$ cat config.mk
export PLATFORM = sky130hd
export DESIGN_NAME = clk_div_multi
export DESIGN_NICKNAME = d
export VERILOG_FILES = /design/src/rtl/clk_div_pkg.sv /design/src/rtl/clk_div_ch.sv /design/src/rtl/clk_div_multi.sv
export SDC_FILE = /design/constraint.sdc
export NUM_CORES = 1
export LEC_CHECK = 0
export BUFFER_PORTS_ARGS = -buffer_cell sky130_fd_sc_hd__buf_2
export CORE_UTILIZATION = 26
export CTS_BUF_LIST = sky130_fd_sc_hd__clkbuf_8
export DETAILED_ROUTE_END_ITERATION = 6
export PLACE_DENSITY = 0.44
export SYNTH_ARGS = -nofsm -noshare
export SYNTH_HDL_FRONTEND = slang
export SYNTH_SLANG_ARGS = --single-unit
$ cat constraint.sdc
create_clock -name clk_i -period 8.52 [get_ports clk_i]
set_input_delay 0.852 -clock clk_i [delete_from_list [all_inputs] [get_ports clk_i]]
set_output_delay 0.852 -clock clk_i [all_outputs]
set_load 0.02 [all_outputs]
$ cat src/rtl/clk_div_pkg.sv
// Shared constants and types for the multi-channel clock/tick divider.
package clk_div_pkg;

    typedef enum logic {
        MODE_TOGGLE = 1'b0,
        MODE_PULSE  = 1'b1
    } mode_e;

    localparam int CNT_W_DEF = 23;
    localparam int DIV_1HZ   = 5000000;
    localparam int DIV_SCAN  = 250000;

endpackage

$ cat src/rtl/clk_div_ch.sv
// One divider channel: counter, shadowed divisor/mode and registered outputs.
module clk_div_ch
    import clk_div_pkg::*;
#(
    parameter int   CNT_W    = CNT_W_DEF,
    parameter int   DEF_DIV  = DIV_1HZ,
    parameter logic DEF_MODE = 1'b0
) (
    input  logic             clk_i,
    input  logic             rst_i,
    input  logic             en_i,
    input  logic             wr_i,
    input  logic [CNT_W-1:0] wr_div_i,
    input  logic             wr_mode_i,
    output logic             pend_o,
    output logic             clk_out_o,
    output logic             tick_o
);

    logic [CNT_W-1:0] cnt_q, cnt_d;
    logic [CNT_W-1:0] div_q, div_d;
    logic [CNT_W-1:0] sdiv_q, sdiv_d;
    mode_e            mode_q, mode_d;
    mode_e            smode_q, smode_d;
    logic             pend_q, pend_d;
    logic             clk_out_q, clk_out_d;
    logic             tick_q, tick_d;
    logic             idle;
    logic             terminal;
    logic             apply;

    // div == 0 is decoded separately so the div-1 compare can never wrap.
    assign idle     = (div_q == '0);
    assign terminal = en_i && !idle && (cnt_q == div_q - CNT_W'(1));
    assign apply    = pend_q && (terminal || !en_i || idle);

    always_comb begin
        cnt_d     = cnt_q;
        div_d     = div_q;
        mode_d    = mode_q;
        sdiv_d    = sdiv_q;
        smode_d   = smode_q;
        pend_d    = pend_q;
        clk_out_d = clk_out_q;
        tick_d    = 1'b0;

        if (apply) begin
            div_d  = sdiv_q;
            mode_d = smode_q;
            pend_d = 1'b0;
        end
        // A write coincident with an apply lands in the shadow after the old value moved out.
        if (wr_i) begin
            sdiv_d  = wr_div_i;
            smode_d = mode_e'(wr_mode_i);
            pend_d  = 1'b1;
        end

        if (!en_i || idle) begin
            cnt_d     = '0;
            clk_out_d = 1'b0;
        end else if (terminal) begin
            cnt_d  = '0;
            tick_d = 1'b1;
            if (mode_d == MODE_PULSE || mode_q == MODE_PULSE) begin
                clk_out_d = 1'b1;
            end else begin
                clk_out_d = ~clk_out_q;
            end
        end else begin
            cnt_d = cnt_q + CNT_W'(1);
            if (mode_q == MODE_PULSE) begin
                clk_out_d = 1'b0;
            end
        end
    end

    always_ff @(posedge clk_i) begin
        if (rst_i) begin
            cnt_q     <= '0;
            div_q     <= CNT_W'(DEF_DIV);
            mode_q    <= mode_e'(DEF_MODE);
            sdiv_q    <= CNT_W'(DEF_DIV);
            smode_q   <= mode_e'(DEF_MODE);
            pend_q    <= 1'b0;
            clk_out_q <= 1'b0;
            tick_q    <= 1'b0;
        end else begin
            cnt_q     <= cnt_d;
            div_q     <= div_d;
            mode_q    <= mode_d;
            sdiv_q    <= sdiv_d;
            smode_q   <= smode_d;
            pend_q    <= pend_d;
            clk_out_q <= clk_out_d;
            tick_q    <= tick_d;
        end
    end

    assign pend_o    = pend_q;
    assign clk_out_o = clk_out_q;
    assign tick_o    = tick_q;

endmodule

$ cat src/rtl/clk_div_multi.sv
// Multi-channel clock/tick generator; decodes the config channel select per channel.
module clk_div_multi
    import clk_div_pkg::*;
#(
    parameter int   NUM_CH   = 4,
    parameter int   CNT_W    = CNT_W_DEF,
    parameter int   DEF_DIV  = DIV_1HZ,
    parameter logic DEF_MODE = 1'b0,
    localparam int  CH_W     = (NUM_CH > 1) ? $clog2(NUM_CH) : 1
) (
    input  logic              clk_i,
    input  logic              rst_i,
    input  logic [NUM_CH-1:0] en_i,
    input  logic              cfg_wr_i,
    input  logic [CH_W-1:0]   cfg_ch_i,
    input  logic [CNT_W-1:0]  cfg_div_i,
    input  logic              cfg_mode_i,
    output logic [NUM_CH-1:0] cfg_pend_o,
    output logic [NUM_CH-1:0] clk_out_o,
    output logic [NUM_CH-1:0] tick_o
);

    logic [NUM_CH-1:0] wr_en;

    // Selects >= NUM_CH match no channel and are silently dropped.
    for (genvar g = 0; g < NUM_CH; g++) begin : g_ch
        assign wr_en[g] = cfg_wr_i && (cfg_ch_i == CH_W'(g));

        clk_div_ch #(
            .CNT_W    (CNT_W),
            .DEF_DIV  (DEF_DIV),
            .DEF_MODE (DEF_MODE)
        ) u_ch (
            .clk_i     (clk_i),
            .rst_i     (rst_i),
            .en_i      (en_i[g]),
            .wr_i      (wr_en[g]),
            .wr_div_i  (cfg_div_i),
            .wr_mode_i (cfg_mode_i),
            .pend_o    (cfg_pend_o[g]),
            .clk_out_o (clk_out_o[g]),
            .tick_o    (tick_o[g])
        );
    end

endmodule

Yosys cells after proc, flatten, opt, wreduce, memory -nomap -nowiden
Index checks and enable logic that the tools add are counted.
{ "totals": {"regBits": 296, "in_bits": 33, "output_inout_bits": 12, "wordCells": 140} }
{ "classes": {"addsub": 8, "eq_ne": 7, "mux": 28, "n_bitwise": 4, "reduce_logical": 61} }
{ "op_table": {"columns": ["cell", "count"], "rows": [
  ["23-bit by 1-bit adder with 23-bit output, second input constant", 4],
  ["23-bit equality test", 4],
  ["23-bit zero test", 4],
  ["23-bit by 1-bit subtractor with 23-bit output, second input constant", 4],
  ["1-bit 2-to-1 mux", 28],
  ["1-bit logical AND", 16],
  ["1-bit logical OR", 16],
  ["2-bit nonzero test", 8],
  ["3-bit OR reduction", 4],
  ["1-bit zero test", 8],
  ["2-bit OR reduction", 4],
  ["2-bit equality test, second input constant", 2],
  ["1-bit inverter", 4],
  ["2-bit by 1-bit equality test with 1-bit output, second input constant", 1],
  ["2-bit zero test", 1]
]} }

Logic depth before layout (Yosys ltp)
Gate-level depths: netlist of run 1.
{ "depth": {"ltp_word": 11, "ltp_mapped": 13, "ltp_nobuf": 10} }

Modules after synthesis
Synthesis of run 1 repeated with hierarchy kept, for this count alone.
{ "unflattened": {"cells_unflattened": 1688, "area_unflattened_um2": 15262.1} }
{ "by_module_without_submodules": {"columns": ["module", "instances", "cells_per_inst", "area_each_um2", "seq_area_each_um2"], "rows": [
  ["clk_div_ch", 4, 421, 3806.2, 1481.4],
  ["clk_div_multi", 1, 4, 37.5, 0.0]
]} }

Worst setup path after synthesis of run 1
Ideal clock, no wire load.
{ "synth_timing": {"path_type": "reg-to-reg", "from": "register g_ch[3].u_ch.div_q[0]", "to": "register g_ch[3].u_ch.div_q[10]", "setup_ns": 0.128, "arrival_ns": 3.075, "t_required_ns": 8.392, "setup_slack_ns": 5.317, "stages_incl_launch_ff": 13, "path_buffers": 2, "period_less_slack_ns": 3.203, "path_cell_list": "dfxtp_1 -> inv_1 -> ha_1 -> or3b_1 -> buf_2 -> or4_1 -> a21oi_1 -> o22ai_1 -> or4_4 -> o31ai_4 -> buf_6 -> mux2i_1 -> nor2_1"} }
{ "synth_via": {"elab_chain_len": 7, "elab_cells_between_ends": 9, "classes_between": "add/sub (1); eq/ne (1); reduce/logical (7)"} }
{ "synth_rtl": {"columns": ["element", "line", "text"], "rows": [
  ["from (decl)", "clk_div_ch.sv:21", "logic [CNT_W-1:0] div_q, div_d;"],
  ["from (signal assigned)", "clk_div_ch.sv:81", "div_q <= CNT_W'(DEF_DIV);"],
  ["from (signal assigned)", "clk_div_ch.sv:90", "div_q <= div_d;"],
  ["branches (longest 5 deep; another with 23-bit by 1-bit subtractor with 23-bit output)", null, null],
  ["1-bit logical OR *", "clk_div_ch.sv:35", "assign apply = pend_q && (terminal || !en_i || idle);"],
  ["1-bit logical AND *", "clk_div_ch.sv:35", null]
]} }
Mark *: on every way between the ends.
A chain may end at the register's enable or synchronous reset.

Worst setup path after layout of run 1
{ "layout_timing": {"from": "register g_ch[2].u_ch.div_q[0]", "to": "register g_ch[2].u_ch.pend_q"} }
{ "layout_via": {"elab_chain_len": 8, "elab_cells_between_ends": 10, "classes_between": "add/sub (1); eq/ne (1); reduce/logical (8)"} }
{ "layout_rtl": {"columns": ["element", "line", "text"], "rows": [
  ["from (decl)", "clk_div_ch.sv:21", null],
  ["from (signal assigned)", "clk_div_ch.sv:81", null],
  ["from (signal assigned)", "clk_div_ch.sv:90", null],
  ["branches (longest 5 deep; another with 23-bit by 1-bit subtractor with 23-bit output)", null, null],
  ["1-bit logical OR *", "clk_div_ch.sv:35", null],
  ["1-bit logical AND *", "clk_div_ch.sv:35", null],
  ["2-bit nonzero test (no source line) *", null, null],
  ["to (signal assigned)", "clk_div_ch.sv:94", "pend_q <= pend_d;"],
  ["to (decl)", "clk_div_ch.sv:25", "logic pend_q, pend_d;"]
]} }
Marks and branches as above.

==> summary.txt, run 1 <==
Clock tree
  – CTS Buf Count: 53
  – Clk root buf: clkbuf_8
  – Clock-pin slew on the worst setup and hold paths: about 0.06 ns
  – H-tree Lvls: 2
  – Post-CTS Hold Fix Bufs: 0
  – Clock Tree Buf Depth: 3
  – Post-CTS Resized: 0
  – CTS tree: done
  – Clk Latency, worst-skew pair: ~0.63 ns
  – CTS sink count: ~300
  – Post-CTS Setup Bufs: 0

Synth
  – Post-synth EDFFs: 0
  – Syn Area/Cell: about 8.1 um^2
  – Post-synthesis sequential area ratio: about two fifths
  – Cell area after synthesis: approximately 15000 um^2
  – Ys async rst share: 0%
  – Synthesis-stage register bit count: 296
  – Distinct cells, synth: 74
  – Syn nets: around 1900
  – Synth Instances: 1887
  – Main synth FF type: dfxtp_1
  – Yosys warning count: 0

Timing
  – Max transition margin: around 28%
  – Clk_skew: between 0.015 and 0.02 ns
  – Period utilisation layout: a little under half
  – Setup_tns: 0 ns
  – Hold Slack: about 0.45 ns
  – Final Critical Period: 4.00 ns
  – Setup violations, final: 0
  – Final Max Slew Viols: 0
  – Fmax: 250 MHz
  – Final worst slack: 4.52 ns
  – RSZ-0062 raised after global routing: no
  – Final hold violations: 0
  – Worst-margin pin slew: roughly 1.1 ns

Routing
  – DR iter-0 viols: 806
  – DR WL/cell: ~16 um
  – Antenna-violating nets left: 0
  – Routed WL: 42.9 mm
  – Via count: roughly 13000
  – Pre-antenna DRT Iters: 5
  – Via/cell ratio: 4.87
  – DRC violations left: 0

Cells and area
  – Filler cells: between 6000 and 7000
  – Share of layout cells above drive strength 1: under 10%
  – Storage element area: 5930 um^2
  – Synth-to-layout area growth: 10.9%
  – Multi-input gate area: ~8600 um^2
  – Final Instance Area: 16900 um^2
  – Nets: between 1500 and 2000

Placed design
  – Placer Congestion: between 0.8 and 0.9
  – IO Port Bufs: 44
  – Post-placement worst setup slack: about 4.5 ns
  – Placed Instance Area: roughly 16000 um^2
  – Detailed Place HPWL: roughly 30 mm

Floorplan
  – Die Ht: 244 um
  – Initial Utilization: a little over a quarter
  – Io pins: 45
  – Die width: between 200 and 250 um
  – # rows: a little under 90
  – Core area: between 50000 and 60000 um^2
  – DIE AREA: 59500 um^2

Setup path
  – Slowest-stage cell, CP: or3_1
  – Delay-heaviest family, CP: simple AND/OR/NAND/NOR gates
  – Buf/Inv on CP: 1
  – Critical Path Source Type: register
  – WP data arrival: roughly 4.5 ns
  – CP Capture Type: register
  – CP max FO: 24
  – Worst EP required: ~9.0 ns
  – Worst path cell trace: inv_1 > ha_1 > nor3b_1 > nand2_1 > or4_1 > o21a_1 > a2111oi_0 > and4b_1 > or3_1 > o22ai_1
  – CP max stage delay: 0.69 ns
  – Critical path class: register to register

Pwr
  – LEAKAGE: around 5.8 nW
  – P per Cell Area: roughly 170 nW/um^2
  – VDD IR max: about 0.11 mV

Global route
  – Largest net degree at the start of global routing: between 80 and 90
  – Grt ovf: 0
  – Initial antenna violation count: 0
  – GRT Overall Usage: about 14%
  – Vias in the first global route: between 10000 and 15000
  – First-pass GRT wire length: about 69 mm

Flow run
  – Max-cap violations: 0

Worst hold path
  – Hold Crit Class: register to register

Run status
  – Outcome: finished clean
-- routing by layer --
metal / wire, um / vias to the layer above / track usage [%]
met1: 20700 / 6124 / 19.4
met2: 19000 / 253 / 22.7
met4: 1050 / 0 / 5.17
met3: 2060 / 71 / 2.64
li1: - / 6525 / -
met5: 0 / - / 0
-- synth_stat cells (32+ instances only) --
| cell | number | area [um^2] |
|---|---|---|
| inv_1 | 32 | 120 |
| xnor2_1 | 98 | 858 |
| nand2_1 | 288 | 1080 |
| mux2i_1 | 53 | 531 |
| nor3_1 | 80 | 400 |
| xor2_1 | 104 | 911 |
| clkbuf_1 | 86 | 323 |
| nand3_1 | 92 | 460 |
| and3_1 | 55 | 344 |
| dfxtp_1 | 296 | 5930 |
| nor2_1 | 215 | 807 |
| a21oi_1 | 103 | 515 |
| nor4_1 | 34 | 213 |
-- state kept, by name, summed over array words and instances (netlist names) --
name                 cells
g_ch.u_ch.clk_out_o      4
g_ch.u_ch.pend_o         4
g_ch.u_ch.tick_o         4
g_ch.u_ch.cnt_q         92
g_ch.u_ch.div_q         92
g_ch.u_ch.mode_q         4
g_ch.u_ch.sdiv_q        92
g_ch.u_ch.smode_q        4
-- per-stage QoR --
| step | std cells | util (%) | total power, mW |
|---|---|---|---|
| detailed placement | 2575 | 27.5 | 1.59 |
| global route | 2663 | 29.2 | 2.97 |
| floorplan | 1887 | - | 1.54 |
| CTS | 2663 | 29.2 | 2.89 |
| global placement | 2575 | 27.5 | 1.59 |
| finish | 2664 | 29.2 | 2.84 |
-- cells by family after synthesis --
| group | synth area share (%) |
|---|---|
| adder cells (fa/ha/maj) | 0.986 |
| AND/OR/NAND/NOR | 28.9 |
| XOR/XNOR | 11.6 |
| AO/OA/AOI/OAI | 11.1 |
| multiplexers | 3.48 |
| flip-flops | 38.9 |
| buffers and inverters | 5.00 |
-- worst reg2reg max path: cells and delay by family (launching register included) --
family	cells	cell delay (ns)
flops	1	0.36
buf+inv	1	0.15
simple gates	5	2.42
compound gates	3	0.65
fa+ha+maj	1	0.28
-- where the power goes --
part | switching [mW] | internal (mW)
Clock | 0.589 | 0.685
Sequential | 0.0180 | 1.41
Combinational | 0.0988 | 0.0375
-- layout make-up --
cell class              count  area share (%)
clock inverters            22           0.504
repair buffers             57            1.92
inverters                  32           0.712
clock buffers              66            5.38
multi-input cells        1425            50.7
flip-flops and latches    296            35.1
well taps                 765            5.67
diodes                      1          0.0148
-- cell usage in the layout (no fill, tap or decap), types with 55 or more instances in the layout --
cell / count
dfxtp_1: 296
nor3_1: 80
nor2_1: 215
clkbuf_8: 66
xor2_1: 104
xnor2_1: 98
nand2_1: 288
a21oi_1: 103
nand3_1: 92
and3_1: 55
-- final timing paths --
kind,from,end,slack [ns],depth (start not counted)
worst max-delay path,g_ch[2].u_ch.div_q[0],g_ch[2].u_ch.pend_o,4.52,10
worst min-delay path,g_ch[2].u_ch.sdiv_q[2],g_ch[2].u_ch.sdiv_q[2],0.45,2
worst max register to register,g_ch[2].u_ch.div_q[0],g_ch[2].u_ch.pend_o,4.52,10
worst min register to register,g_ch[2].u_ch.sdiv_q[2],g_ch[2].u_ch.sdiv_q[2],0.45,2
(Power assumes the default switching activity.)
==> inputs of run 2 (changes only) <==
Settings changed: ABC_AREA set to 1.
Clock period 8.52 ns to 4 ns, I/O delays scaled along.
==> run 2 against run 1 <==
  * Combinational power grew to 2.6 times the previous value
  * Clock power grew 120%
  * Highest routed layer is now met5
  * Wire length increased by 1.8%
  * Register-to-register slack got worse by 3.3 ns
  * Critical endpoint is now g_ch[1].u_ch.div_q[22]
  * Clock-buffer cell count is the same
  * Via count increased by 5.0%
  * Cell count up 14%
==> summary.txt, run 2 <==
Routing
  – Via/cell ratio: 4.49
  – Pre-antenna DRT Iters: 5
  – DRC violations left: 0
  – Antenna-violating nets left: 0
  – Via count: ~14000
  – DR iter-0 viols: ~850
  – Routed WL: between 40 and 50 mm
  – DR WL/cell: 14.4 um

Setup path
  – Buf/Inv on CP: 1
  – FF-to-FF path depth: 15
  – Delay-heaviest family, CP: simple AND/OR/NAND/NOR gates
  – R2R Path End: g_ch[1].u_ch.div_q[22]
  – Slowest-stage cell, CP: dfxtp_1
  – Critical Path Source Type: register
  – CP max FO: 25
  – Worst EP required: 4.48 ns
  – R2R Path Start: g_ch[1].u_ch.div_q[0]
  – Critical path class: register to register
  – WP data arrival: ~3.3 ns
  – Reg2reg setup slack: 1.19 ns
  – Worst path cell trace: inv_1 > ha_1 > or2_2 > nand3_1 > nand3_1 > nor2_1 > nand2_1 > nor2_1 > nand2_1 > nor2_1 > nand3_2 > nand2_4 > nand2_2 > nand2_1 > nand3_1
  – CP Capture Type: register
  – Crit. Startpoint: g_ch[1].u_ch.div_q[0]
  – CP max stage delay: 0.37 ns

Cells and area
  – Storage element area: between 5000 and 6000 um^2
  – Multi-input gate area: roughly 8300 um^2
  – Most frequent cells in the layout: nand2_1 (485), nor2_1 (365), dfxtp_1 (296)
  – Diode count: 0
  – Share of layout cells above drive strength 1: 9.52%
  – Final Instance Count excl. Fillers: slightly above 3000
  – Commonest non-fill, non-tap cell in the layout: nand2_1
  – Nets: ~2300
  – Synth-to-layout area growth: 11.7%
  – Filler cells: 6447
  – Largest regs: g_ch.u_ch.cnt_q: 92 flops, g_ch.u_ch.div_q: 92 flops, g_ch.u_ch.sdiv_q: 92 flops

Synth
  – Cell area after synthesis: around 15000 um^2
  – Top cells by count, synth: nand2_1 (485), nor2_1 (365), dfxtp_1 (296)
  – Synth Area in Adders: less than 1%
  – Synth Instances: around 2200
  – Largest area contributor in the netlist: dfxtp_1
  – Main synth FF type: dfxtp_1
  – Yosys warning count: 0
  – Post-synthesis sequential area ratio: 38.5%
  – Ys async rst share: 0%
  – Post-synth EDFFs: 0
  – Synthesis-stage register bit count: 296
  – Most frequent cell after synthesis: nand2_1
  – Synth Area in Compound Gates: under 10%
  – Synth area leaders: dfxtp_1 (38%), nand2_1 (12%), nor2_1 (8.9%), nand3_1 (8.1%), xor2_1 (4.9%)
  – Largest family of logic cells by synthesized area: simple AND/OR/NAND/NOR gates
  – Syn nets: 2256
  – Syn Area/Cell: between 6 and 7 um^2
  – Post-Synth Simple-Gate Area: approximately two fifths
  – Post-synthesis xor/xnor area fraction: approximately 7.9%
  – Yosys top cell area share: about two fifths
  – Distinct cells, synth: 48
  – Mux share of post-synthesis cell area: 0%

Worst hold path
  – Hold depth: 3
  – Hold Crit Class: primary input to register
  – HP Start: en_i[2]
  – Hold Crit Endpoint: g_ch[2].u_ch.tick_o

Global route
  – First-pass GRT wire length: just over 70 mm
  – Largest net degree at the start of global routing: 77
  – Vias in the first global route: about 13000
  – Initial antenna violation count: 2
  – Grt ovf: 0
  – GRT Overall Usage: between 10% and 20%

Clock tree
  – Post-CTS Hold Fix Bufs: 0
  – Post-CTS Resized: 0
  – Clk root buf: clkbuf_8
  – CTS Buf Count: 53
  – CTS sink count: 296
  – Clk Latency, worst-skew pair: between 0.6 and 0.7 ns
  – CTS tree: done
  – Clock-pin slew on the worst setup and hold paths: 0.06 ns
  – Clock Tree Buf Depth: 3
  – Post-CTS Setup Bufs: 0
  – H-tree Lvls: 2

Floorplan
  – Die width: 245 um
  – Die Ht: 245 um
  – DIE AREA: roughly 60000 um^2
  – Core area: between 50000 and 60000 um^2
  – Io pins: 45
  – # rows: between 80 and 90
  – Initial Utilization: around a quarter

Placed design
  – Placed Cells: 2941
  – IO Port Bufs: 44
  – Detailed Place HPWL: 31.0 mm
  – Placer Congestion: 0.812

Timing
  – Final Max Slew Viols: 0
  – Worst-margin pin slew: 0.966 ns
  – Setup violations, final: 0
  – Setup_tns: 0 ns
  – Final Critical Period: ~2.8 ns
  – RSZ-0062 raised after global routing: no
  – Clk_skew: between 0.03 and 0.04 ns
  – Max transition margin: a little over a third
  – Final hold violations: 0
  – Hold Slack: 0.0783 ns
  – Period utilisation layout: approximately 70%
  – Fmax: approximately 360 MHz

Flow run
  – Max-cap violations: 0

Pwr
  – P per Cell Area: between 300 and 400 nW/um^2
  – LEAKAGE: just under 7 nW
  – VDD IR max: roughly 0.19 mV

Run status
  – Outcome: finished clean
run 2: cell families after synthesis:
kind of cell / after synthesis
buffers and inverters: 265
and+or+nand+nor: 1305
adders and majority gates: 12
xor gates and xnor gates: 135
DFF: 296
AOI/OAI and AO/OA: 198
run 2: cell type report:
class / count / share of cell area, %
tap: 765 / 5.56
clock buffer: 66 / 5.28
timing repair buffer: 53 / 1.82
clock inverter: 27 / 0.734
sequential: 296 / 34.4
inverter: 177 / 3.87
multi-input combinational: 1650 / 48.3
run 2: layer usage:
metal	share of wire, %	up-vias	track usage [%]
met5	0.050	-	0
met4	2.6	4	5.04
met3	4.4	73	2.42
met1	51	6184	20.8
li1	-	7150	-
met2	42	208	22.3
run 2: metrics by stage:
step           utilization [%]  setup WS (ns)  power, mW  cell area [um^2]
2_1_floorplan                -           1.82       3.37             15400
3_3_place_gp              27.8           1.16       3.49             16200
3_5_place_dp              27.8           1.16       3.50             16200
4_1_cts                   29.6           1.15       6.37             17200
5_1_grt                   29.6          0.813       6.53             17200
6_report                  29.6           1.19       6.25             17200
run 2: how the worst max path moves through the flow:
stage	endpoint	cells past startpoint	slack [ns]
after CTS	g_ch[1].u_ch.div_q[22]	15	1.15
final	g_ch[1].u_ch.div_q[22]	15	1.19
after global placement	g_ch[1].u_ch.div_q[18]	15	1.16
after detailed placement	g_ch[1].u_ch.div_q[18]	15	1.16
after global routing	g_ch[1].u_ch.div_q[19]	15	0.81
after floorplan	g_ch[1].u_ch.div_q[3]	16	1.82
run 2: worst reg2reg max path, stage by stage, from the launching register on:
cell and delay [ns]:
dfxtp_1 0.37, inv_1 0.10, ha_1 0.24, or2_2 0.31, nand3_1 0.07, nand3_1 0.08, nor2_1 0.09, nand2_1 0.05
nor2_1 0.09, nand2_1 0.06, nor2_1 0.13, nand3_2 0.18, nand2_4 0.27, nand2_2 0.35, nand2_1 0.18, nand3_1 0.08
run 2: report_power, final:
| group | total (mW) | switching, mW | internal, mW |
|---|---|---|---|
| registers | 3.07 | 0.0556 | 3.02 |
| logic | 0.355 | 0.255 | 0.100 |
| clock network | 2.82 | 1.34 | 1.48 |
| total | 6.25 | 1.65 | 4.60 |
==> inputs of run 3 (changes only) <==
Settings changed: ABC_AREA 1 to 0, PLACE_DENSITY 0.44 to 0.45.
Clock period 4 ns to 2.4 ns, I/O delays scaled along.
==> run 3 against run 2 <==
  * The run now ends with negative setup slack left
  * Non-clock buffer count up 449
  * Maximum frequency decreased by 6.9%
  * Register-to-register slack worse by 1.8 ns
  * Clock-buffer cell count is 5 lower
  * Sequential cell count unchanged
  * Global-route usage rose by 1.8 points
  * Cell count is 2.4% higher
  * Clock skew shrank 0.0059 ns
  * Critical path depth is 2 lower
  * Total power is 68% higher
  * First-iteration DRC count is 11% lower
  * Highest routed layer unchanged
==> summary.txt, run 3 (synthesis results as in run 1) <==
Timing
  – Max transition margin: ~58%
  – Setup violations, final: 200
  – Clk_skew: 0.0245 ns
  – Fmax: between 300 and 400 MHz
  – RSZ-0062 raised after global routing: yes
  – Final Max Slew Viols: 0
  – Hold Slack: around 0.14 ns
  – Final worst slack: -0.615 ns
  – Worst-margin pin slew: approximately 0.63 ns
  – Final Critical Period: 3.01 ns
  – Period utilisation layout: 126%
  – Setup_tns: -94.04 ns
  – Final hold violations: 0

Setup path
  – Delay-heaviest family, CP: simple AND/OR/NAND/NOR gates
  – R2R Path Start: g_ch[3].u_ch.div_q[1]
  – Crit. Startpoint: g_ch[3].u_ch.div_q[1]
  – CP max stage delay: roughly 0.53 ns
  – Reg2reg setup slack: -0.61 ns
  – CP Capture Type: register
  – FF-to-FF path depth: 13
  – Slowest-stage cell, CP: or4_4
  – Critical path class: register to register
  – WP data arrival: 3.58 ns
  – R2R Path End: g_ch[3].u_ch.div_q[6]
  – Most used cell, CP: or4_4
  – Critical Path Source Type: register
  – CP max FO: 7
  – Buf/Inv on CP: 4
  – Worst EP required: between 2 and 3 ns
  – Worst path cell trace: inv_2 > ha_4 > or3b_4 > or4_4 > a21oi_2 > o22ai_1 > or4_4 > o31ai_4 > buf_6 > buf_12 > buf_8 > nor3_4 > a21oi_1

Worst hold path
  – Hold Crit Class: primary input to register
  – Hold Crit Endpoint: g_ch[1].u_ch.clk_out_o
  – HP Start: en_i[1]
  – Hold depth: 4

Global route
  – First-pass GRT wire length: around 79 mm
  – Largest net degree at the start of global routing: between 70 and 80
  – Vias in the first global route: about 15000
  – Initial antenna violation count: 3
  – Grt ovf: 0
  – GRT Overall Usage: roughly 16%

Run status
  – Outcome: finished with violations
  – Violated checks: negative setup slack

Floorplan
  – Die width: about 240 um
  – Core area: between 50000 and 60000 um^2
  – Die Ht: 244 um
  – # rows: roughly 90
  – Io pins: 45
  – Initial Utilization: 26.3%
  – DIE AREA: 59500 um^2

Clock tree
  – Clock Tree Buf Depth: 3
  – CTS Buf Count: 55
  – Clock-pin slew on the worst setup and hold paths: ~0.060 ns
  – Clk Latency, worst-skew pair: around 0.64 ns
  – H-tree Lvls: 2
  – CTS sink count: slightly below 300
  – CTS tree: done
  – Clk root buf: clkbuf_8

Routing
  – DR WL/cell: 16.2 um
  – Met1 WL: between 20 and 25 mm
  – Via/cell ratio: a little under 5
  – Routed WL: 50.2 mm
  – Met3 wire length: 2.21 mm
  – Via count: between 10000 and 15000
  – DR iter-0 viols: between 700 and 800
  – Max layer used: met5
  – Pre-antenna DRT Iters: 5
  – Antenna-violating nets left: 0
  – DRC violations left: 0
  – Metal2 WL: ~24 mm

Cells and area
  – Largest regs: g_ch.u_ch.cnt_q: 92 flops, g_ch.u_ch.div_q: 92 flops, g_ch.u_ch.sdiv_q: 92 flops
  – Share of layout cells above drive strength 1: 35.2%
  – Final design utilization: 38.7%
  – Commonest non-fill, non-tap cell in the layout: buf_4
  – Synth-to-layout area growth: 47.0%
  – Most frequent cells in the layout: buf_4 (345), dfxtp_1 (278), nand2_1 (268)
  – Nets: ~2400

Placed design
  – Placer Congestion: between 0.8 and 0.9
  – Detailed Place HPWL: 34.3 mm
  – IO Port Bufs: 44

Pwr
  – P per Cell Area: approximately 470 nW/um^2
  – VDD IR max: 0.488 mV
  – LEAKAGE: between 8 and 9 nW
  – Total power: 10.5 mW

Flow run
  – Max-cap violations: 0
==> run 3: cell types whose count changed in the layout (fill, tap and decap cells not counted), sizes merged, moves of 31 or more <==
| cell | delta |
|---|---|
| nand3 | -161 |
| nand2 | -225 |
| mux2i | +53 |
| inv | -143 |
| o21ai | -77 |
| xnor2 | +52 |
| buf | +417 |
| nor2 | -184 |
| nor3 | +31 |
| and3 | +54 |
==> run 3: area by class of cell <==
type	instances	area (um^2)
fill	5908	35400
multi-input combinational	1425	9920
sequential	296	5960
timing repair buffer	502	4410
tap	765	957
clock buffer	61	840
clock inverter	25	159
inverter	32	125
antenna	1	2.50
==> run 3: power breakdown <==
part           switching, mW  total [mW]  internal, mW
Combinational          0.461       0.797         0.336
Sequential            0.0548        5.05          4.99
Clock                   2.16        4.65          2.49
Total                   2.68        10.5          7.82
==> run 3: how the worst max path moves through the flow <==
stage	to	slack, ns	depth (start not counted)
floorplan	g_ch[3].u_ch.div_q[10]	-0.67	12
global placement	g_ch[3].u_ch.div_q[1]	-0.63	11
detailed placement	g_ch[3].u_ch.div_q[6]	-0.68	12
CTS	g_ch[3].u_ch.div_q[21]	-0.61	12
global route	g_ch[3].u_ch.div_q[15]	-0.72	12
finish	g_ch[3].u_ch.div_q[6]	-0.61	13
==> run 3: repair_timing <==
action,4_1_cts,5_1_grt
endpoints found under the setup margin,200,200
setup buffers,53,23
resized for setup,165,192
hold buffers,28,0
endpoints found under the hold margin,115,0
pin swaps,50,44
cloned,17,5
==> run 3: tightest hold or removal path, stage by stage <==
cell and delay, ns:
buf_2 0.11, o21ai_0 0.18, buf_4 0.16, nor4_1 0.04
==> run 3: per-layer routing <==
| layer | up-vias | global-route usage [%] |
|---|---|---|
| met5 | - | 0 |
| met4 | 6 | 4.39 |
| met3 | 71 | 2.84 |
| met2 | 272 | 27.4 |
| met1 | 7152 | 21.7 |
| li1 | 7420 | - |
==> run 3: metrics by stage <==
step / instances / area, um^2 / setup WS, ns
after floorplan: 1887 / 15700 / -0.670
after global placement: 2907 / 18800 / -0.629
after detailed placement: 2907 / 18800 / -0.684
after CTS: 3089 / 21500 / -0.607
after global routing: 3106 / 22400 / -0.720
final: 3107 / 22400 / -0.615
